[config.mk]
export PLATFORM = sky130hd
export DESIGN_NAME = msi_cache_ctrl_flat
export DESIGN_NICKNAME = d
export VERILOG_FILES = /design/src/rtl/msi_pkg.sv /design/src/rtl/msi_cache_ctrl_if.sv /design/src/rtl/msi_line_fsm.sv /design/src/rtl/msi_cache_ctrl.sv /design/src/flat_wrapper.sv
export SDC_FILE = /design/constraint.sdc
export NUM_CORES = 1
export LEC_CHECK = 0
export CAP_MARGIN = 40
export CORE_UTILIZATION = 55
export CTS_BUF_LIST = sky130_fd_sc_hd__clkbuf_4 sky130_fd_sc_hd__clkbuf_8
export DETAILED_ROUTE_END_ITERATION = 8
export GPL_ROUTABILITY_DRIVEN = 0
export PLACE_DENSITY = 0.77
export SKIP_LAST_GASP = 1
export SLEW_MARGIN = 20
export SYNTH_ARGS = -nofsm -noshare
export SYNTH_HDL_FRONTEND = slang
export SYNTH_SLANG_ARGS = --single-unit
[constraint.sdc]
create_clock -name clk_i -period 7.6 [get_ports clk_i]
set_clock_uncertainty 0.15 [all_clocks]
set_input_delay 1.14 -clock clk_i [delete_from_list [all_inputs] [get_ports clk_i]]
set_output_delay 1.14 -clock clk_i [all_outputs]
set_load 0.05 [all_outputs]
[src/rtl/msi_pkg.sv]
// Shared types for the MSI cache controller: bus message codes, line states and
// controller states, plus the mapping from a pending line state to its bus message.
package msi_pkg;

    typedef enum logic [1:0] {
        BusRd   = 2'b00,
        BusRdX  = 2'b01,
        BusUpgr = 2'b10,
        Flush   = 2'b11
    } bus_msg_e;

    typedef enum logic [2:0] {
        LnInvalid  = 3'd0,
        LnInv2Sha  = 3'd1,
        LnInv2Mod  = 3'd2,
        LnShared   = 3'd3,
        LnSha2Mod  = 3'd4,
        LnModified = 3'd5
    } line_state_e;

    typedef enum logic [2:0] {
        StIdle     = 3'd0,
        StDone     = 3'd1,
        StReq      = 3'd2,
        StIssue    = 3'd3,
        StWaitData = 3'd4
    } ctrl_state_e;

    function automatic bus_msg_e pending_msg(line_state_e st);
        bus_msg_e msg;
        case (st)
            LnInv2Mod: msg = BusRdX;
            LnSha2Mod: msg = BusUpgr;
            default:   msg = BusRd;
        endcase
        return msg;
    endfunction

endpackage

[src/rtl/msi_cache_ctrl_if.sv]
// Processor, bus, snoop and fill signals of one MSI cache controller.
// master is the controller side, slave is the processor/bus environment.
interface msi_cache_ctrl_if #(
    parameter int unsigned ADDR_W = 2,
    parameter int unsigned CPU_W  = 2
);
    logic              pr_rd_i;
    logic              pr_wr_i;
    logic [ADDR_W-1:0] pr_addr_i;
    logic              pr_busy_o;
    logic              pr_done_o;

    logic              bus_req_o;
    logic              bus_gnt_i;
    logic              bus_valid_o;
    logic [1:0]        bus_msg_o;
    logic [ADDR_W-1:0] bus_addr_o;
    logic [CPU_W-1:0]  bus_cpu_o;

    logic              snp_valid_i;
    logic [1:0]        snp_msg_i;
    logic [ADDR_W-1:0] snp_addr_i;
    logic [CPU_W-1:0]  snp_cpu_i;
    logic              data_valid_i;
    logic [ADDR_W-1:0] data_addr_i;
    logic              flush_o;
    logic [ADDR_W-1:0] flush_addr_o;

    modport master (
        input  pr_rd_i, pr_wr_i, pr_addr_i, bus_gnt_i,
        input  snp_valid_i, snp_msg_i, snp_addr_i, snp_cpu_i, data_valid_i, data_addr_i,
        output pr_busy_o, pr_done_o, bus_req_o, bus_valid_o, bus_msg_o, bus_addr_o,
        output bus_cpu_o, flush_o, flush_addr_o
    );

    modport slave (
        output pr_rd_i, pr_wr_i, pr_addr_i, bus_gnt_i,
        output snp_valid_i, snp_msg_i, snp_addr_i, snp_cpu_i, data_valid_i, data_addr_i,
        input  pr_busy_o, pr_done_o, bus_req_o, bus_valid_o, bus_msg_o, bus_addr_o,
        input  bus_cpu_o, flush_o, flush_addr_o
    );
endinterface

[src/rtl/msi_line_fsm.sv]
// Next-state logic for one cache line: the snoop effect is resolved first, then the
// processor request, fill data or upgrade completion is applied to the post-snoop state.
module msi_line_fsm
    import msi_pkg::*;
(
    input  line_state_e line_q_i,
    input  logic        snp_hit_i,
    input  bus_msg_e    snp_msg_i,
    input  logic        acc_i,
    input  logic        acc_wr_i,
    input  logic        fill_i,
    input  logic        upgr_done_i,
    output line_state_e snp_state_o,
    output line_state_e line_d_o,
    output logic        flush_o
);

    always_comb begin
        snp_state_o = line_q_i;
        flush_o     = 1'b0;
        if (snp_hit_i) begin
            case (line_q_i)
                LnShared: begin
                    if (snp_msg_i == BusRdX || snp_msg_i == BusUpgr) snp_state_o = LnInvalid;
                end
                // Lost the upgrade race: the pending BusUpgr must now fetch the line.
                LnSha2Mod: begin
                    if (snp_msg_i == BusRdX || snp_msg_i == BusUpgr) snp_state_o = LnInv2Mod;
                end
                LnModified: begin
                    if (snp_msg_i == BusRd) begin
                        snp_state_o = LnShared;
                        flush_o     = 1'b1;
                    end else if (snp_msg_i == BusRdX) begin
                        snp_state_o = LnInvalid;
                        flush_o     = 1'b1;
                    end
                end
                default: ;
            endcase
        end
    end

    always_comb begin
        line_d_o = snp_state_o;
        if (acc_i) begin
            if (snp_state_o == LnInvalid) begin
                line_d_o = acc_wr_i ? LnInv2Mod : LnInv2Sha;
            end else if (acc_wr_i && snp_state_o == LnShared) begin
                line_d_o = LnSha2Mod;
            end
        end
        if (fill_i) begin
            if (snp_state_o == LnInv2Sha) line_d_o = LnShared;
            if (snp_state_o == LnInv2Mod) line_d_o = LnModified;
        end
        if (upgr_done_i && snp_state_o == LnSha2Mod) line_d_o = LnModified;
    end

endmodule

[src/rtl/msi_cache_ctrl.sv]
// MSI snooping cache controller: one outstanding processor request, per-line state kept
// here and advanced by msi_line_fsm instances; all interface outputs are registered.
module msi_cache_ctrl
    import msi_pkg::*;
#(
    parameter int unsigned NUM_LINES = 4,
    parameter int unsigned CPU_ID    = 0,
    parameter int unsigned CPU_W     = 2
) (
    input logic              clk_i,
    input logic              rst_i,
    msi_cache_ctrl_if.master bus
);

    localparam int unsigned ADDR_W = $clog2(NUM_LINES);

    ctrl_state_e       state_q;
    logic [ADDR_W-1:0] addr_q;
    line_state_e       line_q    [NUM_LINES];
    line_state_e       line_d    [NUM_LINES];
    line_state_e       snp_state [NUM_LINES];
    logic [NUM_LINES-1:0] flush_req;

    logic              pr_busy_q;
    logic              pr_done_q;
    logic              bus_req_q;
    logic              bus_valid_q;
    bus_msg_e          bus_msg_q;
    logic [ADDR_W-1:0] bus_addr_q;
    logic [CPU_W-1:0]  bus_cpu_q;
    logic              flush_q;
    logic [ADDR_W-1:0] flush_addr_q;

    logic        snp_foreign;
    logic        accept;
    logic        hit;
    logic        fill;
    line_state_e req_st;
    line_state_e pend_st;

    always_comb begin
        snp_foreign = bus.snp_valid_i && (bus.snp_cpu_i != CPU_W'(CPU_ID));
        accept      = (state_q == StIdle) && (bus.pr_rd_i || bus.pr_wr_i);
        req_st      = snp_state[bus.pr_addr_i];
        pend_st     = snp_state[addr_q];
        hit         = bus.pr_wr_i ? (req_st == LnModified)
                                  : (req_st == LnShared || req_st == LnModified);
        fill        = (state_q == StWaitData) && bus.data_valid_i &&
                      (bus.data_addr_i == addr_q);
    end

    for (genvar i = 0; i < NUM_LINES; i++) begin : g_line
        logic line_snp;
        logic line_acc;
        logic line_fill;
        logic line_upgr;

        always_comb begin
            line_snp  = snp_foreign && (bus.snp_addr_i == ADDR_W'(i));
            line_acc  = accept && (bus.pr_addr_i == ADDR_W'(i));
            line_fill = fill && (addr_q == ADDR_W'(i));
            line_upgr = (state_q == StIssue) && (addr_q == ADDR_W'(i));
        end

        msi_line_fsm u_line_fsm (
            .line_q_i    (line_q[i]),
            .snp_hit_i   (line_snp),
            .snp_msg_i   (bus_msg_e'(bus.snp_msg_i)),
            .acc_i       (line_acc),
            .acc_wr_i    (bus.pr_wr_i),
            .fill_i      (line_fill),
            .upgr_done_i (line_upgr),
            .snp_state_o (snp_state[i]),
            .line_d_o    (line_d[i]),
            .flush_o     (flush_req[i])
        );
    end

    always_ff @(posedge clk_i) begin
        if (!rst_i) begin
            state_q      <= StIdle;
            addr_q       <= '0;
            pr_busy_q    <= 1'b0;
            pr_done_q    <= 1'b0;
            bus_req_q    <= 1'b0;
            bus_valid_q  <= 1'b0;
            bus_msg_q    <= BusRd;
            bus_addr_q   <= '0;
            bus_cpu_q    <= '0;
            flush_q      <= 1'b0;
            flush_addr_q <= '0;
            for (int i = 0; i < NUM_LINES; i++) line_q[i] <= LnInvalid;
        end else begin
            for (int i = 0; i < NUM_LINES; i++) line_q[i] <= line_d[i];
            flush_q      <= |flush_req;
            flush_addr_q <= (|flush_req) ? bus.snp_addr_i : '0;
            pr_done_q    <= 1'b0;
            case (state_q)
                StIdle: begin
                    if (accept) begin
                        pr_busy_q <= 1'b1;
                        if (hit) begin
                            state_q   <= StDone;
                            pr_done_q <= 1'b1;
                        end else begin
                            state_q   <= StReq;
                            bus_req_q <= 1'b1;
                            addr_q    <= bus.pr_addr_i;
                        end
                    end
                end
                StDone: begin
                    state_q   <= StIdle;
                    pr_busy_q <= 1'b0;
                end
                StReq: begin
                    // Message follows the post-snoop line state, so a lost upgrade goes out as BusRdX.
                    if (bus.bus_gnt_i) begin
                        state_q     <= StIssue;
                        bus_req_q   <= 1'b0;
                        bus_valid_q <= 1'b1;
                        bus_msg_q   <= pending_msg(pend_st);
                        bus_addr_q  <= addr_q;
                        bus_cpu_q   <= CPU_W'(CPU_ID);
                    end
                end
                StIssue: begin
                    bus_valid_q <= 1'b0;
                    bus_msg_q   <= BusRd;
                    bus_addr_q  <= '0;
                    bus_cpu_q   <= '0;
                    if (pend_st == LnSha2Mod) begin
                        state_q   <= StDone;
                        pr_done_q <= 1'b1;
                    end else begin
                        state_q <= StWaitData;
                    end
                end
                StWaitData: begin
                    if (fill) begin
                        state_q   <= StDone;
                        pr_done_q <= 1'b1;
                    end
                end
                default: state_q <= StIdle;
            endcase
        end
    end

    assign bus.pr_busy_o    = pr_busy_q;
    assign bus.pr_done_o    = pr_done_q;
    assign bus.bus_req_o    = bus_req_q;
    assign bus.bus_valid_o  = bus_valid_q;
    assign bus.bus_msg_o    = bus_msg_q;
    assign bus.bus_addr_o   = bus_addr_q;
    assign bus.bus_cpu_o    = bus_cpu_q;
    assign bus.flush_o      = flush_q;
    assign bus.flush_addr_o = flush_addr_q;

endmodule

[src/flat_wrapper.sv]
// flat-port wrapper written by rule: the top's interface ports become plain ports
module msi_cache_ctrl_flat import msi_pkg::*;
#(
    parameter int unsigned NUM_LINES = 4,
    parameter int unsigned CPU_ID    = 0,
    parameter int unsigned CPU_W     = 2
)
  (clk_i, rst_i, bus_pr_rd_i, bus_pr_wr_i, bus_pr_addr_i, bus_bus_gnt_i, bus_snp_valid_i, bus_snp_msg_i, bus_snp_addr_i, bus_snp_cpu_i, bus_data_valid_i, bus_data_addr_i, bus_pr_busy_o, bus_pr_done_o, bus_bus_req_o, bus_bus_valid_o, bus_bus_msg_o, bus_bus_addr_o, bus_bus_cpu_o, bus_flush_o, bus_flush_addr_o);
  msi_cache_ctrl_if #(.ADDR_W(2), .CPU_W(CPU_W)) bus_i ();
  input logic clk_i;
  input logic rst_i;
  input wire logic [$bits(bus_i.pr_rd_i)-1:0] bus_pr_rd_i;
  input wire logic [$bits(bus_i.pr_wr_i)-1:0] bus_pr_wr_i;
  input wire logic [$bits(bus_i.pr_addr_i)-1:0] bus_pr_addr_i;
  input wire logic [$bits(bus_i.bus_gnt_i)-1:0] bus_bus_gnt_i;
  input wire logic [$bits(bus_i.snp_valid_i)-1:0] bus_snp_valid_i;
  input wire logic [$bits(bus_i.snp_msg_i)-1:0] bus_snp_msg_i;
  input wire logic [$bits(bus_i.snp_addr_i)-1:0] bus_snp_addr_i;
  input wire logic [$bits(bus_i.snp_cpu_i)-1:0] bus_snp_cpu_i;
  input wire logic [$bits(bus_i.data_valid_i)-1:0] bus_data_valid_i;
  input wire logic [$bits(bus_i.data_addr_i)-1:0] bus_data_addr_i;
  output wire logic [$bits(bus_i.pr_busy_o)-1:0] bus_pr_busy_o;
  output wire logic [$bits(bus_i.pr_done_o)-1:0] bus_pr_done_o;
  output wire logic [$bits(bus_i.bus_req_o)-1:0] bus_bus_req_o;
  output wire logic [$bits(bus_i.bus_valid_o)-1:0] bus_bus_valid_o;
  output wire logic [$bits(bus_i.bus_msg_o)-1:0] bus_bus_msg_o;
  output wire logic [$bits(bus_i.bus_addr_o)-1:0] bus_bus_addr_o;
  output wire logic [$bits(bus_i.bus_cpu_o)-1:0] bus_bus_cpu_o;
  output wire logic [$bits(bus_i.flush_o)-1:0] bus_flush_o;
  output wire logic [$bits(bus_i.flush_addr_o)-1:0] bus_flush_addr_o;
  assign bus_i.pr_rd_i = bus_pr_rd_i;
  assign bus_i.pr_wr_i = bus_pr_wr_i;
  assign bus_i.pr_addr_i = bus_pr_addr_i;
  assign bus_i.bus_gnt_i = bus_bus_gnt_i;
  assign bus_i.snp_valid_i = bus_snp_valid_i;
  assign bus_i.snp_msg_i = bus_snp_msg_i;
  assign bus_i.snp_addr_i = bus_snp_addr_i;
  assign bus_i.snp_cpu_i = bus_snp_cpu_i;
  assign bus_i.data_valid_i = bus_data_valid_i;
  assign bus_i.data_addr_i = bus_data_addr_i;
  assign bus_pr_busy_o = bus_i.pr_busy_o;
  assign bus_pr_done_o = bus_i.pr_done_o;
  assign bus_bus_req_o = bus_i.bus_req_o;
  assign bus_bus_valid_o = bus_i.bus_valid_o;
  assign bus_bus_msg_o = bus_i.bus_msg_o;
  assign bus_bus_addr_o = bus_i.bus_addr_o;
  assign bus_bus_cpu_o = bus_i.bus_cpu_o;
  assign bus_flush_o = bus_i.flush_o;
  assign bus_flush_addr_o = bus_i.flush_addr_o;
  msi_cache_ctrl #(.NUM_LINES(NUM_LINES), .CPU_ID(CPU_ID), .CPU_W(CPU_W)) u_core (.clk_i(clk_i), .rst_i(rst_i), .bus(bus_i));
endmodule
==> flow_summary_export.csv <==
group,metric,value,unit
outcome,status,"complete, no violations",
logic_synthesis,async_flop_share,0,%
drt,viasPerCell,6.71,
drt,route.met2.wl,2.82,mm
logic_synthesis,synth_seq_area_share,24.0,%
logic_synthesis,synth_enable_flop_cells,0,
finish,fillers,372,
place,dp_hpwl,4.65,mm
logic_synthesis,ys.flop_type,"dfxtp_1",
cts,clk_latency,0.29,ns
global_route,antenna_found_initial,0,
global_route,grt_max_degree,18,
cts,ctsLongestPathBuffers,2,
logic_synthesis,ys_types,65,
drt,num_vias,2430,
sta,fin_crit_sh,57.8,%
die,initial_utilization,57.9,%
die,pin_count,30,
finish,antenna_cells,0,
sta,tightest_slew,0.861,ns
drt,drtAntennaViolNets,0,
drt,drt_wl_total,6.32,mm
sta,slew_headroom,42.1,%
sta,setup_viol,0,
sta,holdWs,0.328,ns
sta,hold_violations,0,
cts,post-cts-setup-buffers,0,
finish,final_cell_mix,"nor2_1, dfxtp_1, clkdlybuf4s50_1, nor3_1, nand2_1",
logic_synthesis,synth_area,2330,sq um
sta,fin_crit,4.39,ns
die,rows,23,
setup_path,crit_path_end_kind,"flip-flop",
flow_run,drv_cap,0,
power_and_ir_drop,power_leakage,0.870,nW
global_route,grt_pass1_wl,10.1,mm
cts,root_buffer,"clkbuf_8",
logic_synthesis,netlist_instances,295,
worst_hold_path,worstHoldPathType,"flip-flop to flip-flop",
power_and_ir_drop,ir_drop,0.0759,mV
drt,routedLengthMet1,2.99,mm
setup_path,worst-setup-path-type,"input port to flip-flop",
setup_path,arrival,4.46,ns
finish,num-nets-final,332,
die,core-area,4030,sq um
die,dieArea,4500,sq um
power_and_ir_drop,power_density,142,nW/um^2
drt,drtIter0Drc,331,
finish,syn_to_final_growth,14.5,%
logic_synthesis,ys_warn_count,0,
setup_path,critPathLaunchType,"input port",
cts,cts_hold_buf,0,
cts,ctsResizeCount,0,
finish,layout-drive-gt1-share,7.05,%
logic_synthesis,syn_avg_cell_area,7.90,sq um
global_route,gr-total-overflow,0,
drt,drt-pass1-iter-count,5,
global_route,grt_usage,29.4,%
drt,met3_length,417,um
drt,post_drt_wl_per_cell,17.5,um
cts,clock_sinks,28,
setup_path,required,7.67,ns
sta,rsz0062_at_grt,"no",
drt,top_layer,"met4",
cts,clk_pin_slew,0.11,ns
cts,numCtsBuffers,3,
die,die_w,67.1,um
finish,mostFrequentLayoutCell,"nor2_1",
sta,finalMaxSlewViolations,0,
logic_synthesis,ys_ff_latch,28,
die,die-height,67.1,um
global_route,grt_pass1_vias,2097,
sta,tns,0,ns
cts,cts_tree,"done",
cts,cts-htree-levels,1,
drt,drc,0,
place,port_buffers,27,
sta,fmax,228,MHz
setup_path,cp_max_fo,14,
[state kept, by name, summed over array words and instances, names as in the netlist, 2 cells and up]
register and count:
u_core.bus.flush_addr_o 2, u_core.addr_q 2, u_core.line_q 12, u_core.bus.bus_msg_o 2
u_core.bus.bus_addr_o 2, u_core.state_q 3
[cell type report]
type	instances	area [sq um]	share of cell area, %
inverters	12	45.0	1.69
multi-input cells	241	1660	62.2
well taps	50	62.6	2.34
clock inverters	1	30.0	1.13
clock buffers	3	41.3	1.55
flip-flops and latches	28	561	21.0
repair buffers	27	270	10.1
[cells in the mapped netlist (all sizes together) (4+ instances only)]
cell type   n  share of area (%)
a21oi      11                2.4
mux4        4                3.9
o21ai      12                2.6
nand2      17                2.7
dfxtp      28                 24
mux2i       4                1.7
a2bb2oi     4                1.5
or2         6                1.6
nor3       18                3.9
nand4       6                1.6
nand3      10                2.1
nor4        5                1.6
buf         6                1.6
nor3b       6                1.9
or4         4                1.4
nor2       32                5.2
o21a        7                2.3
nand2b      6                1.6
clkbuf      9                1.4
nand3b      6                1.9
a31oi       5                1.3
nor2b       7                1.9
a21o        4                1.3
a211oi      6                2.1
o41ai       4                2.5
o31ai       4                1.3
inv        11                1.8
[per-stage QoR]
step | instances | cell area, sq um | setup WS, ns | total power, mW | utilization [%]
2_1_floorplan | 296 | 2330 | 3.95 | 0.229 | -
3_3_place_gp | 358 | 2600 | 3.01 | 0.255 | 64.5
3_5_place_dp | 358 | 2600 | 2.92 | 0.256 | 64.5
4_1_cts | 362 | 2670 | 3.22 | 0.378 | 66.2
5_1_grt | 362 | 2670 | 2.98 | 0.393 | 66.2
6_report | 362 | 2670 | 3.21 | 0.380 | 66.2
[power breakdown]
part | switching, mW | internal, mW
Sequential | 0.0124 | 0.153
Clock | 0.0537 | 0.0707
Combinational | 0.0541 | 0.0356
[kinds of logic (layout without fill, tap and decap cells)]
logic type / after synthesis / after routing / share of synthesized area (%)
buf+inv: 27 / 43 / 4.94
flops: 28 / 28 / 24.0
simple gates: 141 / 141 / 34.6
mux: 8 / 8 / 5.58
other cells: 1 / 2 / 0.161
xor+xnor: 3 / 3 / 1.13
fa+ha+maj: 2 / 2 / 1.07
compound gates: 85 / 85 / 28.5
[worst max-delay path, cell delays in order]
cell and delay [ns]:
clkdlybuf4s50_1 0.64, inv_1 0.08, ha_1 0.55, o21bai_1 0.18
o31a_1 0.34, or4_4 0.44, a2111oi_4 0.42, nor4b_4 0.13
o311a_1 0.35, a211oi_2 0.19
[final timing paths]
| check | from | to | slack (ns) | cells past startpoint |
|---|---|---|---|---|
| worst max-delay path | bus_snp_msg_i[0] | u_core.state_q[0]$_SDFFE_PN0P_ | 3.21 | 10 |
| worst min-delay path | u_core.bus.bus_msg_o[0]$_SDFFE_PN0P_ | u_core.bus.bus_msg_o[0]$_SDFFE_PN0P_ | 0.33 | 2 |
| worst max register to register | u_core.line_q[2][0]$_SDFF_PN0_ | u_core.bus.bus_req_o$_SDFFE_PN0P_ | 4.88 | 7 |
| worst min register to register | u_core.bus.bus_msg_o[0]$_SDFFE_PN0P_ | u_core.bus.bus_msg_o[0]$_SDFFE_PN0P_ | 0.33 | 2 |
[per-layer routing]
layer	track usage [%]	vias up
li1	-	1173
met5	0	-
met1	43.3	1138
met2	43.1	103
met3	3.60	16
met4	10.4	0
No activity file was read; power rests on OpenSTA's default activity.
